<file path="src/rtl/bus_arbiter_pkg.sv">
// bus_arbiter_pkg: FSM encodings and shared constants for the IF/MEM bus arbiter
package bus_arbiter_pkg;
    typedef logic [1:0] state_t;
    localparam state_t S_IDLE     = 2'd0;
    localparam state_t S_IF_WAIT  = 2'd1;
    localparam state_t S_MEM_WAIT = 2'd2;
    localparam int TIMEOUT_DEF = 255;
    localparam logic [15:0] SEL_ALL = '1;
endpackage

</file>
<file path="src/rtl/bus_arbiter_if.sv">
// bus_arbiter_if: core ports, ctrl handshake and external memory bus of the arbiter
interface bus_arbiter_if #(parameter int ADDR_W = 32, parameter int DATA_W = 32);
    logic                pipe_adv;
    logic                if_req, if_stallreq;
    logic [ADDR_W-1:0]   if_addr;
    logic [DATA_W-1:0]   if_rdata;
    logic                mem_req, mem_we, mem_stallreq;
    logic [DATA_W/8-1:0] mem_sel;
    logic [ADDR_W-1:0]   mem_addr;
    logic [DATA_W-1:0]   mem_wdata, mem_rdata;
    logic                bus_req, bus_we, bus_ack, bus_err;
    logic [DATA_W/8-1:0] bus_sel;
    logic [ADDR_W-1:0]   bus_addr;
    logic [DATA_W-1:0]   bus_wdata, bus_rdata;
    modport master (
        input  pipe_adv, if_req, if_addr, mem_req, mem_we, mem_sel, mem_addr, mem_wdata, bus_rdata, bus_ack,
        output if_rdata, if_stallreq, mem_rdata, mem_stallreq, bus_req, bus_we, bus_sel, bus_addr, bus_wdata, bus_err
    );
    modport slave (
        output pipe_adv, if_req, if_addr, mem_req, mem_we, mem_sel, mem_addr, mem_wdata, bus_rdata, bus_ack,
        input  if_rdata, if_stallreq, mem_rdata, mem_stallreq, bus_req, bus_we, bus_sel, bus_addr, bus_wdata, bus_err
    );
endinterface

</file>
<file path="src/rtl/bus_arbiter_timeout_cnt.sv">
// bus_arbiter_timeout_cnt: counts unacknowledged wait cycles, hit_o on the TIMEOUT-th one
module bus_arbiter_timeout_cnt #(
    parameter int TIMEOUT = 255
) (
    input  logic clk,
    input  logic rst_n,
    input  logic clr_i,
    input  logic en_i,
    output logic hit_o
);
    localparam int CW = $clog2(TIMEOUT + 1);
    logic [CW-1:0] cnt_q, cnt_d;
    assign hit_o = en_i && cnt_q == CW'(TIMEOUT - 1);
    assign cnt_d = (clr_i || hit_o) ? '0 : en_i ? cnt_q + 1'b1 : cnt_q;
    always_ff @(posedge clk or negedge rst_n) begin
        if (!rst_n) cnt_q <= '0;
        else        cnt_q <= cnt_d;
    end
endmodule

</file>
<file path="src/rtl/bus_arbiter.sv">
// bus_arbiter: serialises IF fetches and MEM loads/stores onto one registered req/ack bus
module bus_arbiter
    import bus_arbiter_pkg::*;
#(
    parameter int ADDR_W  = 32,
    parameter int DATA_W  = 32,
    parameter int TIMEOUT = TIMEOUT_DEF
) (
    input logic         clk,
    input logic         rst_n,
    bus_arbiter_if.master b
);
    localparam int SW = DATA_W / 8;
    state_t            state_q, state_d;
    logic              bus_req_q, bus_req_d, bus_we_q, bus_we_d, bus_err_q, bus_err_d;
    logic              if_done_q, if_done_d, mem_done_q, mem_done_d;
    logic [SW-1:0]     bus_sel_q, bus_sel_d;
    logic [ADDR_W-1:0] bus_addr_q, bus_addr_d;
    logic [DATA_W-1:0] bus_wdata_q, bus_wdata_d, if_rdata_q, if_rdata_d, mem_rdata_q, mem_rdata_d;
    logic [DATA_W-1:0] rd;
    logic              waiting, hit, fin, if_elig, mem_elig;

    assign if_elig  = b.if_req & ~if_done_q;
    assign mem_elig = b.mem_req & ~mem_done_q;
    assign waiting  = state_q != S_IDLE;
    assign fin      = waiting & (b.bus_ack | hit);
    assign rd       = b.bus_ack ? b.bus_rdata : '0;

    bus_arbiter_timeout_cnt #(.TIMEOUT(TIMEOUT)) u_cnt (
        .clk   (clk),
        .rst_n (rst_n),
        .clr_i (~waiting | b.bus_ack),
        .en_i  (waiting & ~b.bus_ack),
        .hit_o (hit)
    );

    always_comb begin
        state_d     = state_q;
        bus_req_d   = bus_req_q;
        bus_we_d    = bus_we_q;
        bus_sel_d   = bus_sel_q;
        bus_addr_d  = bus_addr_q;
        bus_wdata_d = bus_wdata_q;
        if_rdata_d  = if_rdata_q;
        mem_rdata_d = mem_rdata_q;
        bus_err_d   = 1'b0;
        if_done_d   = if_done_q & ~b.pipe_adv;
        mem_done_d  = mem_done_q & ~b.pipe_adv;
        // MEM wins ties: it belongs to the older instruction in the pipe
        if (!waiting && mem_elig) begin
            state_d     = S_MEM_WAIT;
            bus_req_d   = 1'b1;
            bus_we_d    = b.mem_we;
            bus_sel_d   = b.mem_sel;
            bus_addr_d  = b.mem_addr;
            bus_wdata_d = b.mem_wdata;
        end else if (!waiting && if_elig) begin
            state_d     = S_IF_WAIT;
            bus_req_d   = 1'b1;
            bus_we_d    = 1'b0;
            bus_sel_d   = SEL_ALL[SW-1:0];
            bus_addr_d  = b.if_addr;
            bus_wdata_d = '0;
        end else if (fin) begin
            state_d   = S_IDLE;
            bus_req_d = 1'b0;
            bus_err_d = ~b.bus_ack;
            if (state_q == S_IF_WAIT) begin
                if_done_d  = 1'b1;
                if_rdata_d = rd;
            end else begin
                mem_done_d  = 1'b1;
                mem_rdata_d = bus_we_q ? mem_rdata_q : rd;
            end
        end
    end

    always_ff @(posedge clk or negedge rst_n) begin
        if (!rst_n) begin
            state_q     <= S_IDLE;
            bus_req_q   <= 1'b0;
            bus_we_q    <= 1'b0;
            bus_sel_q   <= '0;
            bus_addr_q  <= '0;
            bus_wdata_q <= '0;
            if_rdata_q  <= '0;
            mem_rdata_q <= '0;
            bus_err_q   <= 1'b0;
            if_done_q   <= 1'b0;
            mem_done_q  <= 1'b0;
        end else begin
            state_q     <= state_d;
            bus_req_q   <= bus_req_d;
            bus_we_q    <= bus_we_d;
            bus_sel_q   <= bus_sel_d;
            bus_addr_q  <= bus_addr_d;
            bus_wdata_q <= bus_wdata_d;
            if_rdata_q  <= if_rdata_d;
            mem_rdata_q <= mem_rdata_d;
            bus_err_q   <= bus_err_d;
            if_done_q   <= if_done_d;
            mem_done_q  <= mem_done_d;
        end
    end

    assign b.bus_req      = bus_req_q;
    assign b.bus_we       = bus_we_q;
    assign b.bus_sel      = bus_sel_q;
    assign b.bus_addr     = bus_addr_q;
    assign b.bus_wdata    = bus_wdata_q;
    assign b.bus_err      = bus_err_q;
    assign b.if_rdata     = if_rdata_q;
    assign b.mem_rdata    = mem_rdata_q;
    assign b.if_stallreq  = b.if_req & ~if_done_q;
    assign b.mem_stallreq = b.mem_req & ~mem_done_q;
endmodule

</file>
<file path="src/flat_wrapper.sv">
// flat-port wrapper written by rule: the top's interface ports become plain ports
module bus_arbiter_flat import bus_arbiter_pkg::*;
#(
    parameter int ADDR_W  = 32,
    parameter int DATA_W  = 32,
    parameter int TIMEOUT = TIMEOUT_DEF
)
  (clk, rst_n, b_pipe_adv, b_if_req, b_if_addr, b_mem_req, b_mem_we, b_mem_sel, b_mem_addr, b_mem_wdata, b_bus_rdata, b_bus_ack, b_if_rdata, b_if_stallreq, b_mem_rdata, b_mem_stallreq, b_bus_req, b_bus_we, b_bus_sel, b_bus_addr, b_bus_wdata, b_bus_err);
  bus_arbiter_if #(.ADDR_W(ADDR_W), .DATA_W(DATA_W)) b_i ();
  input logic clk;
  input logic rst_n;
  input wire logic [$bits(b_i.pipe_adv)-1:0] b_pipe_adv;
  input wire logic [$bits(b_i.if_req)-1:0] b_if_req;
  input wire logic [$bits(b_i.if_addr)-1:0] b_if_addr;
  input wire logic [$bits(b_i.mem_req)-1:0] b_mem_req;
  input wire logic [$bits(b_i.mem_we)-1:0] b_mem_we;
  input wire logic [$bits(b_i.mem_sel)-1:0] b_mem_sel;
  input wire logic [$bits(b_i.mem_addr)-1:0] b_mem_addr;
  input wire logic [$bits(b_i.mem_wdata)-1:0] b_mem_wdata;
  input wire logic [$bits(b_i.bus_rdata)-1:0] b_bus_rdata;
  input wire logic [$bits(b_i.bus_ack)-1:0] b_bus_ack;
  output wire logic [$bits(b_i.if_rdata)-1:0] b_if_rdata;
  output wire logic [$bits(b_i.if_stallreq)-1:0] b_if_stallreq;
  output wire logic [$bits(b_i.mem_rdata)-1:0] b_mem_rdata;
  output wire logic [$bits(b_i.mem_stallreq)-1:0] b_mem_stallreq;
  output wire logic [$bits(b_i.bus_req)-1:0] b_bus_req;
  output wire logic [$bits(b_i.bus_we)-1:0] b_bus_we;
  output wire logic [$bits(b_i.bus_sel)-1:0] b_bus_sel;
  output wire logic [$bits(b_i.bus_addr)-1:0] b_bus_addr;
  output wire logic [$bits(b_i.bus_wdata)-1:0] b_bus_wdata;
  output wire logic [$bits(b_i.bus_err)-1:0] b_bus_err;
  assign b_i.pipe_adv = b_pipe_adv;
  assign b_i.if_req = b_if_req;
  assign b_i.if_addr = b_if_addr;
  assign b_i.mem_req = b_mem_req;
  assign b_i.mem_we = b_mem_we;
  assign b_i.mem_sel = b_mem_sel;
  assign b_i.mem_addr = b_mem_addr;
  assign b_i.mem_wdata = b_mem_wdata;
  assign b_i.bus_rdata = b_bus_rdata;
  assign b_i.bus_ack = b_bus_ack;
  assign b_if_rdata = b_i.if_rdata;
  assign b_if_stallreq = b_i.if_stallreq;
  assign b_mem_rdata = b_i.mem_rdata;
  assign b_mem_stallreq = b_i.mem_stallreq;
  assign b_bus_req = b_i.bus_req;
  assign b_bus_we = b_i.bus_we;
  assign b_bus_sel = b_i.bus_sel;
  assign b_bus_addr = b_i.bus_addr;
  assign b_bus_wdata = b_i.bus_wdata;
  assign b_bus_err = b_i.bus_err;
  bus_arbiter #(.ADDR_W(ADDR_W), .DATA_W(DATA_W), .TIMEOUT(TIMEOUT)) u_core (.clk(clk), .rst_n(rst_n), .b(b_i));
endmodule
</file>
<file path="config.mk">
export PLATFORM = sky130hd
export DESIGN_NAME = bus_arbiter_flat
export DESIGN_NICKNAME = d
export VERILOG_FILES = /design/src/rtl/bus_arbiter_pkg.sv /design/src/rtl/bus_arbiter_if.sv /design/src/rtl/bus_arbiter_timeout_cnt.sv /design/src/rtl/bus_arbiter.sv /design/src/flat_wrapper.sv
export SDC_FILE = /design/constraint.sdc
export NUM_CORES = 1
export LEC_CHECK = 0
export CORE_MARGIN = 2
export CORE_UTILIZATION = 45
export DETAILED_ROUTE_END_ITERATION = 12
export PLACE_DENSITY = 0.85
export REMOVE_ABC_BUFFERS = 1
export SYNTH_ARGS = -nofsm -noshare
export SYNTH_HDL_FRONTEND = slang
export SYNTH_SLANG_ARGS = --single-unit
</file>
<file path="constraint.sdc">
create_clock -name clk -period 4.7 [get_ports clk]
set_input_delay 1.41 -clock clk [delete_from_list [all_inputs] [get_ports clk]]
set_output_delay 1.41 -clock clk [all_outputs]
set_load 0.02 [all_outputs]
</file>
==> results of run 1 <==
-- power by group through the flow --
stage          Combinational [mW]  Sequential, mW  Clock (mW)
5_1_grt                      3.27            2.17        1.30
4_1_cts                      3.06            2.11        1.25
2_1_floorplan                1.05            2.62           0
3_3_place_gp                 2.96            2.09           0
6_report                     3.05            2.12        1.23
3_5_place_dp                 3.05            2.11           0
-- cells by family after synthesis --
| logic type | Yosys count |
|---|---|
| buffers and inverters | 106 |
| DFF | 147 |
| xor gates and xnor gates | 3 |
| AOI/OAI and AO/OA | 214 |
| and+or+nand+nor | 58 |
| adders and majority gates | 2 |
-- worst min-delay path by stage --
stage,end,from,slack [ns]
floorplan,u_core.u_cnt.cnt_q[0]$_DFFE_PN0P_,u_core.u_cnt.cnt_q[0]$_DFFE_PN0P_,0.45
global placement,u_core.u_cnt.cnt_q[0]$_DFFE_PN0P_,u_core.u_cnt.cnt_q[0]$_DFFE_PN0P_,0.47
detailed placement,u_core.b.bus_sel[1]$_DFFE_PN0P_,u_core.b.bus_sel[1]$_DFFE_PN0P_,0.48
CTS,u_core.u_cnt.cnt_q[0]$_DFFE_PN0P_,u_core.u_cnt.cnt_q[0]$_DFFE_PN0P_,0.49
global route,u_core.b.bus_sel[1]$_DFFE_PN0P_,u_core.b.bus_sel[1]$_DFFE_PN0P_,0.51
finish,u_core.u_cnt.cnt_q[0]$_DFFE_PN0P_,u_core.u_cnt.cnt_q[0]$_DFFE_PN0P_,0.48
-- routing by layer --
layer  part of all wire, %  routed length, microns  GRT usage [%]
met5                     0                       0              0
met4                   2.7                     516           9.77
met3                    10                    2010           9.88
met2                    50                    9550           43.5
met1                    37                    7210           30.1
-- per-stage QoR --
stage	area [sq um]	std cells	hold slack (ns)	setup WS (ns)
3_5_place_dp	9020	953	0.477	0.529
6_report	9560	985	0.482	0.531
4_1_cts	9560	985	0.487	0.529
3_3_place_gp	9020	953	0.470	0.557
2_1_floorplan	5950	490	0.455	0.470
5_1_grt	9560	985	0.513	0.460
-- area by class of cell --
type,instances,area share [%]
Inverter,66,2.59
Sequential cell,147,38.5
Tap cell,180,2.36
Timing Repair Buffer,283,29.6
Clock inverter,12,0.851
Clock buffer,20,4.78
Multi-Input combinational cell,277,21.4
-- placed cells by master (no fill, tap or decap), types with 2 or more instances in the layout --
cell / Yosys / final
a21o_1: 3 / 3
a21oi_1: 4 / 4
a221o_1: 32 / 32
a22o_1: 11 / 11
a22o_2: 23 / 23
a22oi_1: 64 / 64
and2_1: 31 / 31
and3b_1: 2 / 2
buf_4: 1 / 7
clkbuf_16: 0 / 17
clkbuf_8: 0 / 2
clkdlybuf4s50_1: 0 / 274
clkinv_2: 0 / 5
clkinvlp_4: 0 / 4
dfrtp_1: 147 / 147
ha_1: 2 / 2
inv_1: 66 / 66
inv_6: 0 / 2
nand2_1: 2 / 2
nand3_1: 2 / 2
nand4_1: 2 / 2
nor2_1: 5 / 5
o21ai_0: 62 / 62
o21ai_1: 5 / 5
o22a_1: 5 / 5
or3_1: 2 / 2
xor2_1: 2 / 2
-- worst max-delay path: stages --
cell and delay [ns]:
clkdlybuf4s50_1 0.45, nor2b_2 0.25, clkdlybuf4s50_1 0.65
-- flip-flops by register name, indices dropped and copies added (netlist names) --
| register | count |
|---|---|
| u_core.b.bus_addr | 32 |
| u_core.b.bus_err | 1 |
| u_core.b.bus_req | 1 |
| u_core.b.bus_sel | 4 |
| u_core.b.bus_wdata | 32 |
| u_core.b.bus_we | 1 |
| u_core.b.if_rdata | 32 |
| u_core.b.mem_rdata | 32 |
| u_core.if_done_q | 1 |
| u_core.mem_done_q | 1 |
| u_core.state_q | 2 |
| u_core.u_cnt.cnt_q | 8 |
==> out/metrics.yaml, run 1 <==
clocking:
  cts_made_buffers: 17
  cts_buffer_depth: 2
  postCtsSetupRepairBufs: 0
  h-tree-depth: 4
  cts_resized: 0
  cts_tree: "built"
  clk_latency_ns: 0.42
  cts_root_buffer: "clkbuf_16"
  path_clk_slew_ns: 0.06
  clock_sinks: 147
  holdBufCountCts: 0
floorplan:
  core_region_area_sq_um: 13700
  initial_core_util_pct: 45.5
  io_pins: 276
  fp.dieW_microns: 122
  die_y_microns: 122
  dieArea_sq_um: 14800
  rows: 43
yosys:
  synth_cells: 530
  synth_compound_area_share_pct: 25.5
  synth-edff-count: 0
  ys_top_cells_by_count: "dfrtp_1 (147), inv_1 (66), a22oi_1 (64)"
  ys_async_sr_fraction_pct: 100
  yosysUniqueCellTypes: 43
  ys_seq_elements: 147
  seq_area_frac_synth_pct: 58.9
  yosysTopAreaCell: "dfrtp_1"
  yosysWarnings: 0
  synth_area_per_cell_sq_um: 11.8
  synthSimpleGateAreaFrac_pct: 6.19
  synth_top_family_by_area: "compound AO/OA/AOI/OAI gates"
  synthAdderAreaFrac_pct: 0.401
  synthXorXnorAreaFrac_pct: 0.421
  yosysTopAreaCellShare_pct: 58.9
  ys.flop_type: "dfrtp_1"
  synth_mux_area_share_pct: 0
  syn_area_sq_um: 6250
  synth_most_common_cell: "dfrtp_1"
  synthTopCellsByArea: "dfrtp_1 (59%), a22oi_1 (7.7%), a221o_1 (5.1%)"
detailed_routing:
  drt_pre_antenna_iters: 7
  dr.first_iter.drc_count: 463
  via_count: 5441
  ant_nets: 0
  post_drt_wl_per_cell_microns: 19.6
  routed_wl_microns: 19300
  drc_errors: 0
  vias_per_cell: 5.52
cells_and_area:
  fin_nets: 933
  utilization_pct: 69.7
  antenna_cells: 0
  n_fill_cell: 968
  multi_input_area_sq_um: 2040
  drive_gt1_share_pct: 8.82
  seqCellArea_sq_um: 3680
  areaGrowthSynthToFinish_pct: 53.1
global_route:
  grt_first_pass_wirelength_microns: 29500
  grt_max_degree: 75
  grt_overflow: 0
  grt_pass1_vias: 5552
  track_usage_pct: 25.9
  antenna_found_initial: 0
critical_path:
  r2r_cells: 6
  rrSetupSlack_ns: 2.64
  critical_path_required_ns: 3.29
  worstPathMaxFanout: 4
  crit_path_end: "b_if_stallreq"
  critPathLaunch: "b_if_req"
  r2r-end: "u_core.b.mem_rdata[21]$_DFFE_PN0P_"
  end_kind: "primary output"
  worst_setup_path_start_kind: "input pin"
  critical_path_class: "input pin to primary output"
  cp.arrival_ns: 2.76
  reg2reg_from: "u_core.u_cnt.cnt_q[0]$_DFFE_PN0P_"
pwr:
  switchingPower_mw: 2.44
  power.leakage_nw: 4.34
  power_frac_comb_pct: 47.7
  powerDensity_nw_per_um2: 669
  power.total_mw: 6.40
  power_switching_share_pct: 38.2
  peakVddDrop_mv: 0.386
  p_seq_share_pct: 33.1
  clkPwrFrac_pct: 19.2
  internal_power_mw: 3.96
timing:
  finClkSkew_ns: 0.00799
  fin_crit_sh_pct: 88.7
  rsz0062_at_grt: "false"
  maxSlewHeadroom_pct: 52.1
  final.setup.tns_ns: 0
  setup_violations: 0
  fin_crit_ns: 4.17
  hold_viol_final: 0
  max_freq_mhz: 240
  finalMaxSlewViolations: 0
  tightest_slew_ns: 0.718
run_status:
  status: "completed"
place:
  hpwl_microns: 13600
  io_buffers: 275
  gp_congestion: 0.859
flow_run:
  maxCapViolCount: 0
hold_path:
  hold_path_class: "flip-flop to flip-flop"
  holdPathStages: 1
No activity file was read; power rests on OpenSTA's default activity.
==> run 2, diff against run 1 <==
- GPL_ROUTABILITY_DRIVEN: unset -> 1
==> results of run 2 <==
The final DEF is identical to that of run 1; final timing and power are the same.
